==> src/rtl/cnn_div_seq_23s_9s_pkg.sv <==
// Shared types and constants for the sequential signed divider.
package cnn_div_seq_23s_9s_pkg;

  typedef enum logic [1:0] {
    StIdle,
    StCalc,
    StFix,
    StDone
  } state_e;

  localparam int DividendWDef = 23;
  localparam int DivisorWDef  = 9;
  localparam int QuotWDef     = 14;

  // Saturation limits of the W14_6 quotient word.
  localparam int QUOT_MAX = (2 ** (QuotWDef - 1)) - 1;
  localparam int QUOT_MIN = -(2 ** (QuotWDef - 1));

endpackage

==> src/rtl/cnn_div_seq_23s_9s_step.sv <==
// One restoring shift/subtract iteration on unsigned magnitudes.
module cnn_div_seq_23s_9s_step #(
  parameter int DIVIDEND_W = 23,
  parameter int DIVISOR_W  = 9
) (
  input  logic [DIVISOR_W-1:0]  rem_i,
  input  logic [DIVIDEND_W-1:0] quo_i,
  input  logic [DIVISOR_W-1:0]  div_i,
  output logic [DIVISOR_W-1:0]  rem_o,
  output logic [DIVIDEND_W-1:0] quo_o
);

  logic [DIVISOR_W:0]   trial;
  logic [DIVISOR_W-1:0] diff;
  logic                 ge;

  always_comb begin
    trial = {rem_i, quo_i[DIVIDEND_W-1]};
    ge    = (trial >= {1'b0, div_i});
    // When ge holds the difference is below the divisor, so the low bits suffice.
    diff  = trial[DIVISOR_W-1:0] - div_i;
    rem_o = ge ? diff : trial[DIVISOR_W-1:0];
    quo_o = {quo_i[DIVIDEND_W-2:0], ge};
  end

endmodule

==> src/rtl/cnn_div_seq_23s_9s.sv <==
// Sequential signed divider: capture, DIVIDEND_W restoring steps, sign fix-up with saturation.
module cnn_div_seq_23s_9s
  import cnn_div_seq_23s_9s_pkg::*;
#(
  parameter int ID         = 1,
  parameter int DIVIDEND_W = DividendWDef,
  parameter int DIVISOR_W  = DivisorWDef,
  parameter int QUOT_W     = QuotWDef
) (
  input  logic                         ap_clk,
  input  logic                         ap_rst_n,
  input  logic                         ap_start,
  input  logic signed [DIVIDEND_W-1:0] din0,
  input  logic signed [DIVISOR_W-1:0]  din1,
  output logic                         ap_idle,
  output logic                         ap_ready,
  output logic                         ap_done,
  output logic signed [QUOT_W-1:0]     quot,
  output logic signed [DIVISOR_W-1:0]  rem,
  output logic                         ovf,
  output logic                         dbz
);

  localparam int unsigned CntW = $clog2(DIVIDEND_W);
  localparam logic [QUOT_W-1:0] QMaxW = QUOT_W'(QUOT_MAX);
  localparam logic [QUOT_W-1:0] QMinW = QUOT_W'(QUOT_MIN);

  if (ID < 0) begin : g_id_tag
  end

  state_e                state_q, state_d;
  logic [CntW-1:0]       cnt_q, cnt_d;
  logic [DIVIDEND_W-1:0] quo_q, quo_d;
  logic [DIVISOR_W-1:0]  remm_q, remm_d;
  logic [DIVISOR_W-1:0]  div_q, div_d;
  logic                  sa_q, sa_d, sb_q, sb_d;
  logic [QUOT_W-1:0]     quot_q, quot_d;
  logic [DIVISOR_W-1:0]  rem_q, rem_d;
  logic                  ovf_q, ovf_d, dbz_q, dbz_d;

  logic [DIVIDEND_W-1:0] step_quo;
  logic [DIVISOR_W-1:0]  step_rem;
  logic [QUOT_W-1:0]     qlow;
  logic                  neg;

  cnn_div_seq_23s_9s_step #(
    .DIVIDEND_W(DIVIDEND_W),
    .DIVISOR_W (DIVISOR_W)
  ) u_step (
    .rem_i(remm_q),
    .quo_i(quo_q),
    .div_i(div_q),
    .rem_o(step_rem),
    .quo_o(step_quo)
  );

  always_comb begin
    state_d = state_q;
    cnt_d   = cnt_q;
    quo_d   = quo_q;
    remm_d  = remm_q;
    div_d   = div_q;
    sa_d    = sa_q;
    sb_d    = sb_q;
    quot_d  = quot_q;
    rem_d   = rem_q;
    ovf_d   = ovf_q;
    dbz_d   = dbz_q;
    qlow    = quo_q[QUOT_W-1:0];
    neg     = sa_q ^ sb_q;

    unique case (state_q)
      StIdle: begin
        if (ap_start) begin
          state_d = StCalc;
          cnt_d   = CntW'(DIVIDEND_W - 1);
          sa_d    = din0[DIVIDEND_W-1];
          sb_d    = din1[DIVISOR_W-1];
          quo_d   = din0[DIVIDEND_W-1] ? (~din0) + DIVIDEND_W'(1) : din0;
          div_d   = din1[DIVISOR_W-1] ? (~din1) + DIVISOR_W'(1) : din1;
          remm_d  = '0;
        end
      end
      StCalc: begin
        quo_d  = step_quo;
        remm_d = step_rem;
        if (cnt_q == '0) begin
          state_d = StFix;
        end else begin
          cnt_d = cnt_q - CntW'(1);
        end
      end
      StFix: begin
        state_d = StDone;
        if (div_q == '0) begin
          dbz_d  = 1'b1;
          ovf_d  = 1'b1;
          rem_d  = '0;
          quot_d = sa_q ? QMinW : QMaxW;
        end else begin
          dbz_d = 1'b0;
          rem_d = sa_q ? (~remm_q) + DIVISOR_W'(1) : remm_q;
          if (!neg && int'(quo_q) > QUOT_MAX) begin
            quot_d = QMaxW;
            ovf_d  = 1'b1;
          end else if (neg && int'(quo_q) > -QUOT_MIN) begin
            quot_d = QMinW;
            ovf_d  = 1'b1;
          end else begin
            quot_d = neg ? (~qlow) + QUOT_W'(1) : qlow;
            ovf_d  = 1'b0;
          end
        end
      end
      StDone: begin
        state_d = StIdle;
      end
    endcase
  end

  always_ff @(posedge ap_clk or negedge ap_rst_n) begin
    if (!ap_rst_n) begin
      state_q <= StIdle;
      cnt_q   <= '0;
      quo_q   <= '0;
      remm_q  <= '0;
      div_q   <= '0;
      sa_q    <= 1'b0;
      sb_q    <= 1'b0;
      quot_q  <= '0;
      rem_q   <= '0;
      ovf_q   <= 1'b0;
      dbz_q   <= 1'b0;
    end else begin
      state_q <= state_d;
      cnt_q   <= cnt_d;
      quo_q   <= quo_d;
      remm_q  <= remm_d;
      div_q   <= div_d;
      sa_q    <= sa_d;
      sb_q    <= sb_d;
      quot_q  <= quot_d;
      rem_q   <= rem_d;
      ovf_q   <= ovf_d;
      dbz_q   <= dbz_d;
    end
  end

  assign ap_idle  = (state_q == StIdle);
  // Gated by reset so a start held during reset is not acknowledged.
  assign ap_ready = ap_idle & ap_start & ap_rst_n;
  assign ap_done  = (state_q == StDone);
  assign quot     = quot_q;
  assign rem      = rem_q;
  assign ovf      = ovf_q;
  assign dbz      = dbz_q;

endmodule

==> config.mk <==
export PLATFORM = sky130hd
export DESIGN_NAME = cnn_div_seq_23s_9s
export DESIGN_NICKNAME = d
export VERILOG_FILES = /design/src/rtl/cnn_div_seq_23s_9s_pkg.sv /design/src/rtl/cnn_div_seq_23s_9s_step.sv /design/src/rtl/cnn_div_seq_23s_9s.sv
export SDC_FILE = /design/constraint.sdc
export NUM_CORES = 1
export LEC_CHECK = 0
export ABC_AREA = 1
export CAP_MARGIN = 20
export CORE_UTILIZATION = 55
export CTS_CLUSTER_SIZE = 20
export DETAILED_ROUTE_END_ITERATION = 6
export DONT_BUFFER_PORTS = 1
export GPL_TIMING_DRIVEN = 0
export PLACE_DENSITY = 0.7
export SYNTH_ARGS = -nofsm -noshare
export SYNTH_HDL_FRONTEND = slang
export SYNTH_SLANG_ARGS = --single-unit
export TNS_END_PERCENT = 1
==> constraint.sdc <==
create_clock -name ap_clk -period 4.36 [get_ports ap_clk]
set_clock_uncertainty 0.2 [all_clocks]
set_input_delay 0.218 -clock ap_clk [delete_from_list [all_inputs] [get_ports ap_clk]]
set_output_delay 0.218 -clock ap_clk [all_outputs]
set_load 0.02 [all_outputs]
### Word level (Yosys, flattened, before mapping)

Cells that the tools add are included.

* register bits: 75
* bits of input ports: 35
* output and inout bits: 28
* word-level logic and storage cells: 68

* $add $sub $neg: 6
* $lt $le $gt $ge: 3
* eq/ne operators: 6
* muxes and demuxes: 24
* bitwise operators: 7
* reductions and logical operators: 11

Operator list (number)
* 2-to-1 mux 14 bit: 5
* 2-to-1 mux 23 bit: 2
* case mux 23 bit (2 select lines): 1
* 2-to-1 mux 9 bit: 5
* adder 23 x 2 -> 23 bit (second input constant): 1
* greater-than comparator 23 x 13 -> 1 bit (second input constant): 1
* greater-than comparator 23 x 14 -> 1 bit (second input constant): 1
* NOT 23 bit: 1
* NOT 9 bit: 2
* case mux 9 bit (2 select lines): 1
* adder 14 x 1 -> 14 bit (second input constant): 1
* NOT 14 bit: 1
* greater-or-equal comparator 10 x 9 -> 1 bit: 1
* 2-to-1 mux 5 bit: 2
* case mux 5 bit (2 select lines): 1
* adder 9 x 1 -> 9 bit (second input constant): 1
* adder 9 x 2 -> 9 bit (second input constant): 1
* logical NOT 9 bit: 1
* subtractor 9 bit: 1
* case mux 2 bit (4 select lines): 1
* inequality test 2 bit (second input constant): 3
* AND reduction 2 bit: 3
* logical NOT 5 bit: 1
* subtractor 5 x 1 -> 5 bit (second input constant): 1
* other kinds (11): 18

### Depth between registers and ports, before layout

* word-level depth: 6
* gate-level depth with buffers: 12
* depth with buffers taken out: 12

### By module

From an unflattened synthesis, not the netlist that was laid out.

* cell total of the unflattened synthesis: 864
* area total of the unflattened synthesis: 5718.0 um^2

By module, submodules not included
* cnn_div_seq_23s_9s: times used 1, cells an instance 715, area each 4883.4 um^2, seq. area each 1876.8 um^2
* cnn_div_seq_23s_9s_step: times used 1, cells an instance 149, area each 834.6 um^2, seq. area each 0.0 um^2

### Worst setup path before layout

OpenSTA, ideal clock, no wires.

* path kind: reg2reg
* start: register quo_q[22]
* end: register remm_q[4]
* library setup time: 132 ps
* arrival time: 1699 ps
* data required time: 4028 ps
* path slack: 2329 ps
* stages on the path, launching flop included: 10
* path buffers: 1
* period minus slack after synthesis: 2031 ps
* path through: dfrtp_1 inv_1 ha_1 inv_1 fa_1 nand3_1 nand4_4 buf_6 nor2_1 o22ai_2

* word-level cells in the longest chain between the ends: 3
* elaborated cells on any way between the ends: 4
* classes of those cells: add/sub: 1; order compare: 1; mux: 2

Ends and longest elaborated chain
* start: declaration: line cnn_div_seq_23s_9s.sv:33 `logic [DIVIDEND_W-1:0] quo_q, quo_d;`
* start signal: assignment: line cnn_div_seq_23s_9s.sv:137 `quo_q <= quo_d;`
* subtractor 9 bit / greater-or-equal comparator 10 x 9 -> 1 bit (equally long branches): line cnn_div_seq_23s_9s_step.sv:21, cnn_div_seq_23s_9s_step.sv:19
* 2-to-1 mux 9 bit *: line cnn_div_seq_23s_9s_step.sv:22 `rem_o = ge ? diff : trial[DIVISOR_W-1:0];`
* case mux 9 bit (2 select lines) *: line cnn_div_seq_23s_9s.sv:72 `unique case (state_q)`
* end signal: assignment: line cnn_div_seq_23s_9s.sv:138 `remm_q <= remm_d;`
* end: declaration: line cnn_div_seq_23s_9s.sv:34 `logic [DIVISOR_W-1:0] remm_q, remm_d;`

Every way passes the cells marked *; elsewhere a longest branch is shown, timed or not.
A chain may end at the register's enable or synchronous reset.

### Final worst setup path

* start: register state_q[0]
* end: register div_q[8]

* word-level cells in the longest chain between the ends: 2

Ends and longest elaborated chain
* start: declaration: line cnn_div_seq_23s_9s.sv:31 `state_e state_q, state_d;`
* start signal: assignment: line cnn_div_seq_23s_9s.sv:123 `state_q <= StIdle;`
* start signal: assignment: line cnn_div_seq_23s_9s.sv:135 `state_q <= state_d;`
* logical NOT 2 bit
* named net ap_idle: line cnn_div_seq_23s_9s.sv:15 `output logic ap_idle,`
* AND reduction 2 bit (no source line)
* end signal: assignment: line cnn_div_seq_23s_9s.sv:139 `div_q <= div_d;`
* end: declaration: line cnn_div_seq_23s_9s.sv:35 `logic [DIVISOR_W-1:0] div_q, div_d;`

The timed path passes the listed nets, and every way through them passes these cells.

==> flow_summary.json <==
{
  "arrival_ns": 2.76,
  "synth_top_area_frac": 0.349,
  "cts_root_buf": "clkbuf_8",
  "finalCritPeriodShare": 0.611,
  "synth_top_area_cell": "dfrtp_1",
  "viasPerCell": 5.43,
  "crit_chain": "inv_1 > ha_1 > nand2_1 > inv_1 > nand2_1 > o41ai_1 > dlygate4sd3_1",
  "rows": 35,
  "portBuffers": 0,
  "synthesis.nets": 855,
  "slew_headroom": 0.606,
  "cpMaxStageDelayCell": "dlygate4sd3_1",
  "maxCapViolations": 0,
  "die-width_um": 101,
  "syn_to_final_growth_pct": 12.7,
  "peakVddDrop_uv": 350,
  "overflow": 0,
  "fin_tns_setup_ns": 0,
  "die_area_um2": 10200,
  "ys_seq_elements": 75,
  "initial_core_util": 0.573,
  "clkTransAtPathRegs_ns": 0.10,
  "synth_edf_count": 0,
  "startpoint_type": "flop",
  "routed_wl_um": 14200,
  "core_um2": 9370,
  "syn_area_um2": 5370,
  "crit_family": "buffers and inverters",
  "layout_commonest_cell": "nand2_1",
  "postSynth.asyncResetShare": 1.00,
  "diodes": 0,
  "slew_viol_final": 0,
  "worst_slew_pin_slew_ns": 0.590,
  "worst_skew_pair.late_latency_ns": 0.37,
  "syn_area_per_cell_um2": 6.72,
  "grt_usage": 0.295,
  "post_cts_buffers": 0,
  "path_depth": 7,
  "r2r_end": "div_q[8]",
  "dpl-instance-area_um2": 5530,
  "status": "completed",
  "most-common-layout-cells": "nand2_1 (232), nor2_1 (102), inv_1 (89), dfrtp_1 (75), nand3_1 (66)",
  "finalNonFillerCells": 975,
  "post_drt_wl_per_cell_um": 14.5,
  "htreeDepth": 3,
  "cp_max_fo": 5,
  "cp-endpoint": "div_q[8]",
  "p_leak_nw": 3.03,
  "synthCells": 799,
  "drt-initial-drc-count": 304,
  "cpPeakStageDelay_ns": 0.59,
  "hold_viol": 0,
  "rsz0062_at_grt": "false",
  "first_pass_iters": 6,
  "crit_required_ns": 4.46,
  "end_kind": "flop",
  "synth_area_leaders": "dfrtp_1 (35%), nand2_1 (16%), nor2_1 (7.1%)",
  "cts_made_buffers": 9,
  "clock-sinks": 75,
  "worstSetupStartpoint": "state_q[0]",
  "fmax_mhz": 376,
  "fin_nets": 897,
  "grt_pass1_vias": 4943,
  "r2r_cells": 7,
  "synth_flop_cell": "dfrtp_1",
  "grt_antenna_before_repair": 1,
  "max-clock-path-buffers": 2,
  "cts_tree": "built",
  "worst-r2r-setup-slack_ns": 1.70,
  "antenna_left": 0,
  "drive_gt1_frac": 0.0603,
  "rr_startpoint": "state_q[0]",
  "fin_crit_ns": 2.66,
  "place_congestion": 0.947,
  "critical_path_class": "reg2reg",
  "total_power_mw": 4.73,
  "synth_cell_types": 45,
  "hp-class": "in2reg",
  "dp.cells": 928,
  "worst-path-buf-inv": 3,
  "yosys_warnings": 0,
  "grt_max_degree": 76,
  "fin_area_um2": 6060,
  "whs_ns": 0.0127,
  "powerDensity_nw_per_um2": 781,
  "ctsResizeCount": 0,
  "die_y_um": 101,
  "yosysSeqAreaShare": 0.349,
  "setup_viol_count_final": 0,
  "ios": 63,
  "drc": 0,
  "post-dp-hpwl_um": 10700,
  "grt_first_pass_wirelength_um": 23400,
  "vias": 5295
}
-- layout make-up --
| cell class | instances | area, um^2 |
|---|---|---|
| well taps | 129 | 161 |
| plain buffers | 23 | 119 |
| clock inverters | 7 | 70.1 |
| multi-input cells | 606 | 3020 |
| repair buffers | 31 | 328 |
| flip-flops and latches | 75 | 1880 |
| inverters | 95 | 357 |
| clock buffers | 9 | 124 |
| fillers | 900 | 3320 |
-- synth_stat cells, types with 2 or more instances --
library cell / n
o21ai_2: 2
nand3_1: 66
inv_2: 6
nand2_2: 2
nor3_1: 7
o211ai_1: 7
nor2_2: 2
clkbuf_1: 13
a22o_1: 2
o22ai_2: 3
or2_2: 3
xor2_1: 18
a21oi_2: 2
buf_2: 4
ha_1: 20
buf_6: 3
nand4_1: 13
xnor2_1: 3
dfrtp_1: 75
nor2_1: 102
o21ai_0: 61
a21oi_1: 35
nand3b_1: 3
nand2_1: 232
o22ai_1: 2
inv_1: 89
o21ai_1: 6
-- worst min-delay path by stage --
stage / from / endpoint / cells after the start
finish: din0[13] / quo_q[13] / 5
global route: din0[7] / quo_q[7] / 3
CTS: din0[7] / quo_q[7] / 3
detailed placement: ap_rst_n / state_q[1] / 0
global placement: ap_rst_n / state_q[0] / 0
floorplan: ap_rst_n / cnt_q[0] / 0
-- where the power goes --
| group | switching [mW] | internal [mW] |
|---|---|---|
| combinational | 1.77 | 0.961 |
| sequential | 0.434 | 1.04 |
| clock | 0.303 | 0.221 |
-- worst min-delay path, stage by stage --
cell	delay, ns
inv_1	0.03
nand2_1	0.04
nand3_1	0.10
nand2_1	0.07
o21ai_0	0.07
-- state kept, by name, indices dropped and copies added (netlist names) --
| register | cells |
|---|---|
| rem | 9 |
| quo_q | 23 |
| remm_q | 9 |
| sb_q | 1 |
| quot | 14 |
| dbz | 1 |
| state_q | 2 |
| sa_q | 1 |
| div_q | 9 |
| cnt_q | 5 |
| ovf | 1 |
-- timing repair --
item                       4_1_cts  5_1_grt
setup endpoints to repair        0        0
hold buffers                    31        0
hold endpoints to repair       106        0
-- metal layers --
layer	part of all wire	GRT usage	wire [um]	up-vias
met5	0	0	0	-
met4	0.018	0.0858	256	0
met3	0.058	0.0492	815	19
met2	0.47	0.496	6650	158
met1	0.45	0.393	6440	2452
li1	-	-	-	2666
-- metrics by stage --
| stage | worst slack [ns] | util |
|---|---|---|
| after CTS | 1.69 | 0.646 |
| after global placement | 2.06 | 0.591 |
| final | 1.70 | 0.646 |
| after detailed placement | 2.03 | 0.591 |
| after global routing | 1.48 | 0.646 |
| after floorplan | 2.33 | - |
-- kinds of logic after synthesis --
family,count (synthesis),share of synthesized area
and+or+nand+nor,436,0.341
AOI/OAI and AO/OA,128,0.136
buffers and inverters,118,0.0885
DFF,75,0.349
xor gates and xnor gates,21,0.0342
adders and majority gates,21,0.0503
Power figures use the tool's default switching activity.
